[src/rtl/msg_seq_ctrl.sv]
// Message sequencer: latches a word and bit period on start, then walks the
// datapath through the word one bit at a time, single-shot or repeating.
module msg_seq_ctrl #(
  parameter int MSG_W = 5,
  parameter int DIV_W = 10,
  parameter int CNT_W = 8,
  localparam int IW   = (MSG_W > 1) ? $clog2(MSG_W) : 1
) (
  input  logic             clk,
  input  logic             rst,
  input  logic             init,
  input  logic             start,
  input  logic             mode,
  input  logic             sel,
  input  logic [MSG_W-1:0] msg,
  input  logic [DIV_W-1:0] SW,
  output logic             busy,
  output logic             done,
  output logic             shift_en,
  output logic             bit_out,
  output logic [IW-1:0]    bit_idx,
  output logic [CNT_W-1:0] frame_cnt
);

  localparam logic [IW-1:0] LAST = IW'(MSG_W - 1);

  typedef enum logic [1:0] {S_IDLE, S_RUN, S_DONE} state_t;

  state_t           state, nxt;
  logic [MSG_W-1:0] lmsg;
  logic             lmode, lsel;
  logic [DIV_W-1:0] ldiv, div_cnt, sw_eff;
  logic [IW-1:0]    pos;
  logic             frame_end;

  // A zero period would stall the divider; run it as one cycle per bit.
  assign sw_eff    = (SW == '0) ? DIV_W'(1) : SW;
  assign frame_end = (div_cnt == '0) && (bit_idx == LAST);
  assign pos       = lsel ? bit_idx : (LAST - bit_idx);

  // State register.
  always_ff @(posedge clk) begin
    if (rst) state <= S_IDLE;
    else     state <= nxt;
  end

  // Next-state and Moore outputs, all decoded from registered state.
  always_comb begin
    nxt      = state;
    busy     = 1'b0;
    done     = 1'b0;
    shift_en = 1'b0;
    bit_out  = 1'b0;
    case (state)
      S_IDLE: if (start) nxt = S_RUN;
      S_RUN: begin
        busy     = 1'b1;
        shift_en = (div_cnt == '0);
        bit_out  = lmsg[pos];
        if (frame_end && !lmode) nxt = S_DONE;
      end
      S_DONE: begin
        done = 1'b1;
        nxt  = S_IDLE;
      end
      default: nxt = S_IDLE;
    endcase
    // Abort beats everything, including a same-cycle start.
    if (init) nxt = S_IDLE;
  end

  // Latches, bit divider, bit index and frame counter.
  always_ff @(posedge clk) begin
    if (rst) begin
      lmsg      <= '0;
      lmode     <= 1'b0;
      lsel      <= 1'b0;
      ldiv      <= '0;
      div_cnt   <= '0;
      bit_idx   <= '0;
      frame_cnt <= '0;
    end else if (init) begin
      div_cnt   <= '0;
      bit_idx   <= '0;
      frame_cnt <= '0;
    end else begin
      case (state)
        S_IDLE: if (start) begin
          lmsg    <= msg;
          lmode   <= mode;
          lsel    <= sel;
          ldiv    <= sw_eff;
          div_cnt <= sw_eff - DIV_W'(1);
          bit_idx <= '0;
        end
        S_RUN: begin
          if (div_cnt != '0) begin
            div_cnt <= div_cnt - DIV_W'(1);
          end else begin
            // Reload here too so continuous mode rolls into the next frame gap-free.
            div_cnt <= ldiv - DIV_W'(1);
            if (bit_idx == LAST) begin
              bit_idx   <= '0;
              frame_cnt <= frame_cnt + CNT_W'(1);
            end else begin
              bit_idx <= bit_idx + IW'(1);
            end
          end
        end
        default: ;
      endcase
    end
  end

endmodule

[config.mk]
export PLATFORM = sky130hd
export DESIGN_NAME = msg_seq_ctrl
export DESIGN_NICKNAME = d
export VERILOG_FILES = /design/src/rtl/msg_seq_ctrl.sv
export SDC_FILE = /design/constraint.sdc
export NUM_CORES = 1
export LEC_CHECK = 0
export CAP_MARGIN = 0
export CORE_MARGIN = 8
export CORE_UTILIZATION = 40
export CTS_CLUSTER_DIAMETER = 150
export DETAILED_ROUTE_END_ITERATION = 7
export PLACE_DENSITY = 0.74
export SYNTH_ARGS = -nofsm -noshare
export SYNTH_HDL_FRONTEND = slang
export SYNTH_SLANG_ARGS = --single-unit
[constraint.sdc]
create_clock -name clk -period 3.7 [get_ports clk]
set_input_delay 0.74 -clock clk [delete_from_list [all_inputs] [get_ports clk]]
set_output_delay 0.74 -clock clk [all_outputs]
set_load 0.005 [all_outputs]
# Word-level counts from Yosys, hierarchy flattened
# Index checks and enable logic that the tools add are counted.
# classes
addsub	6
muxes	18
n_eq_ne	6
n_bitwise	2
order_cmp	1
reduce_logical	14
# ops
cell	n
two-way mux 10 bit	3
subtractor 10 x 1 -> 10 bit, second input constant	3
logical NOT 10 bit	2
case mux 10 bit (2 select lines)	1
two-way mux 3 bit	4
nonzero test 10 bit	1
AND reduction 3 bit	3
adder 8 x 1 -> 8 bit, second input constant	1
!= test 2 bit, second input constant	3
case mux 3 bit (2 select lines)	1
two-way mux 1 bit	5
less-than comparator 3 x 4 -> 1 bit, second input constant	1
two-way mux 2 bit	2
case mux 2 bit (2 select lines)	1
AND reduction 2 bit	2
adder 3 x 1 -> 3 bit, second input constant	1
binary-select mux 1 bit (select 3 bit)	1
equality test 3 bit, second input constant	1
subtractor 3 bit, first input constant	1
equality test 2 x 1 -> 1 bit, second input constant	1
equality test 2 bit, second input constant	1
logical AND 1 bit	2
logical NOT 2 bit	1
NOT 1 bit	2
other kinds (3)	3
# word_totals
word_cells	55
input_bits	21
regBits	40

# Depth between registers and ports, before layout
# logic_depth
depth_word	5
mapped_depth	11
depth_no_buf	10

# Worst setup path before layout
# No wires, ideal clock.
# synth_timing
path_kind	input to register
start	in SW[6]
end	reg div_cnt[6]
t_required_ns	3.638
stages	9
n_path_buf	0
t_arrival_ns	2.301
setup_slack_ns	1.337
path_cell_list	nor4_1 -> a31oi_1 -> mux2i_1 -> inv_1 -> ha_1 -> nand3_1 -> nor4_2 -> or3_1 -> nand3_1
# synth_between
elab_chain_cells	5
# synth_rtl
element	line	source
from (decl)	16	input logic [DIV_W-1:0] SW,
logical NOT 10 bit	37	assign sw_eff = (SW == '0) ? DIV_W'(1) : SW;
two-way mux 10 bit *	37	
subtractor 10 x 1 -> 10 bit *	93	div_cnt <= sw_eff - DIV_W'(1);
two-way mux 10 bit *	88	S_IDLE: if (start) begin
case mux 10 bit (2 select lines) *	87	case (state)
to (signal assigned)	93	
to (signal assigned)	98	div_cnt <= div_cnt - DIV_W'(1);
to (signal assigned)	101	div_cnt <= ldiv - DIV_W'(1);
to (decl)	32	logic [DIV_W-1:0] ldiv, div_cnt, sw_eff;
# Every way passes the cells marked *; elsewhere a longest branch is shown, timed or not. The select of a mux whose other input is x is not followed.
# A chain may end at the register's enable or synchronous reset.

# Worst setup path in the final report
# layout_timing
start	reg state[0]
end	out shift_en
# layout_between
elab_chain_cells	2
# layout_rtl
element	line	source
from (decl)	29	state_t state, nxt;
from (signal assigned)	44	else state <= nxt;
equality test 2 x 1 -> 1 bit	54	case (state)
two-way mux 1 bit	54	
to (decl)	19	output logic shift_en,
# Every way passes these cells.

==> results_dict.tcl <==
set metrics [dict create \
    status "finished, final reports clean" \
    vias 1975 \
    synth_compound_area_frac 0.161 \
    cp_top_family "buffers and inverters" \
    grt_use_total 0.144 \
    fin_area_um2 2680 \
    post_cts_buffers 0 \
    drt-total-wl_mm 5.41 \
    arrival_ns 2.26 \
    clkLatencyLatePin_ns 0.30 \
    diodes 0 \
    synth.top_cell.area_share 0.371 \
    crit_type "reg -> out" \
    first_pass_iters 4 \
    yosys_warnings 0 \
    drt_iter0_markers 165 \
    slowest_stage "dfxtp_1" \
    tightestPinTransition_ns 0.551 \
    crit_chain "nand2b_4, inv_2, nand4_2, clkinv_2, clkdlybuf4s50_1" \
    synth.area.top_cells "dfxtp_1 37%, nand2_1 7.3%, a21oi_1 5.6%" \
    critPathMaxFanout 11 \
    worst-path-buf-inv 3 \
    nNetsFinal 318 \
    cts_tree "done" \
    synth_top_family_by_area "simple AND/OR/NAND/NOR gates" \
    place.gp.congestion 0.857 \
    ir_drop_mv 0.202 \
    ctsResizeCount 0 \
    io_buffers 35 \
    finalCritPeriodShare 0.811 \
    die_area_um2 8000 \
    drc_errors 0 \
    syn_area_per_cell_um2 8.32 \
    power_density_nw_per_um2 359 \
    power_leakage_nw 0.961 \
    clk_transition_reported_paths_ns 0.08 \
    yosys-mux-area-fraction 0.0482 \
    antenna_found_initial 0 \
    drive_above_1_share 0.109 \
    worstPathRequired_ns 2.96 \
    cts.sinks 40 \
    report.final.slew_viol_count 0 \
    clockBufferDepth 2 \
    root_buffer "clkbuf_8" \
    finClkSkew_ns 0.00788 \
    drt-wirelength-per-cell_um 14.9 \
    syn_to_final_growth_pct 24.1 \
    grt_pass1_wl_mm 9.03 \
    die_y_um 89.4 \
    avgViaCountPerCell 5.44 \
    rsz0062_at_grt "no" \
    synth-simple-area-share 0.309 \
    finalHoldViolCount 0 \
    setup_violations 0 \
    dp_hpwl_mm 3.88 \
    grt_max_degree 19 \
    cts_buffers 5 \
    final_core_util 0.521 \
    syn_nets 285 \
    synth_adder_area_share 0.0290 \
    ctsHoldBuffers 0 \
    min_period_ns 3.00 \
    syn-cell-area_um2 2160 \
    place_area_um2 2570 \
    max_stage_delay_ns 0.54 \
    drv_cap 0 \
    ctsHtreeMaxLevel 2 \
    slew_headroom 0.622 \
    gr-total-overflow 0 \
    die_w_um 89.4 \
    yosys_most_used_dff "dfxtp_1" \
    yosysSeqAreaShare 0.371 \
    synth-seq-cells 40 \
    synth_edf_count 0 \
    synth_largest_area_cell "dfxtp_1" \
    cp-start-kind "register" \
    yosysUniqueCellTypes 53 \
    ios 36 \
    hold_path_class "reg -> reg" \
    grt_pass1_vias 1922 \
    instances_no_fill 363 \
    synth_xor_area_frac 0.0406 \
    timing.fmax_mhz 333 \
    core-area_um2 5140 \
    fp-row-count 26 \
    async_flop_share 0 \
    tns_ns 0 \
    placedCellCount 355 \
    endpoint_kind "output pin" \
    hold-worst-slack_ns 0.458 \
    postRouteAntennaNets 0 \
    synthCells 259 \
    start_util 0.419 \
]
synthesized netlist by cell type, types with 2 or more instances:
cell type and count:
or2_2 2, xnor2_1 4, a211oi_1 3, nor3_1 4
nor4_4 2, clkbuf_1 10, mux2i_1 7, nand3_1 13
ha_1 5, a21oi_1 24, a21boi_1 2, dfxtp_1 40
a31oi_1 2, a41oi_1 4, nor4_1 2, nor4b_1 2
and3_1 3, and2_1 2, xor2_1 6, o21ai_0 7
nor2_1 28, nand4_1 7, buf_2 2, or3_1 2
nand2_1 42, a21oi_2 2, inv_1 6
flip-flops by register name, summed over array words and instances (netlist names):
| signal | cells |
|---|---|
| ldiv | 10 |
| state | 2 |
| lmode | 1 |
| lmsg | 5 |
| frame_cnt | 8 |
| bit_idx | 3 |
| lsel | 1 |
| div_cnt | 10 |
cells by family after synthesis:
logic type | count (synthesis)
and+or+nand+nor | 123
adders and majority gates | 5
AOI/OAI and AO/OA | 51
muxes | 9
xor gates and xnor gates | 10
buffers and inverters | 21
DFF | 40
final timing paths:
| path | to | slack [ns] | depth (start not counted) | startpoint |
|---|---|---|---|---|
| max | shift_en | 0.70 | 5 | state[0] |
| min | lmsg[4] | 0.46 | 2 | lmsg[4] |
| max reg2reg | div_cnt[8] | 1.03 | 10 | state[1] |
| min reg2reg | lmsg[4] | 0.46 | 2 | lmsg[4] |
power by group:
part	leakage, nW	internal [mW]	switching (mW)
clock	0.0552	0.200	0.153
combinational	0.580	0.0643	0.0818
sequential	0.325	0.445	0.0157
routing by layer:
layer  track usage  vias to the layer above  share of wire
li1              -                      975              -
met1         0.182                      934           0.46
met2         0.230                       57           0.48
met3        0.0303                        9          0.043
met4        0.0634                        0          0.019
met5             0                        -              0
layout make-up:
type	instances	area, um^2
inverters	8	31.3
multi-input cells	198	1270
clock buffers	6	72.6
repair buffers	39	380
fillers	514	2460
clock inverters	2	35.0
well taps	70	87.6
flip-flops and latches	40	801
placed cells by master (no fill, tap or decap), types with 6 or more instances in the layout:
master,count
o21ai_0,7
nand3_1,13
clkdlybuf4s50_1,35
inv_1,6
nand2_1,42
xor2_1,6
mux2i_1,7
a21oi_1,24
nand4_1,7
dfxtp_1,40
nor2_1,28
stage by stage:
step                      setup slack, ns  total power [mW]
after CTS                           0.667             0.968
after floorplan                      1.34             0.560
after global routing                0.535             0.999
after detailed placement            0.703             0.613
final                               0.698             0.960
after global placement              0.709             0.611
worst reg2reg max path, delay by kind of cell (launching register included):
family | cells | cell delay [ns]
AOI/OAI and AO/OA | 1 | 0.25
adders and majority gates | 1 | 0.22
buffers and inverters | 2 | 0.35
DFF | 1 | 0.51
and+or+nand+nor | 6 | 1.23
Power figures use the tool's default switching activity.
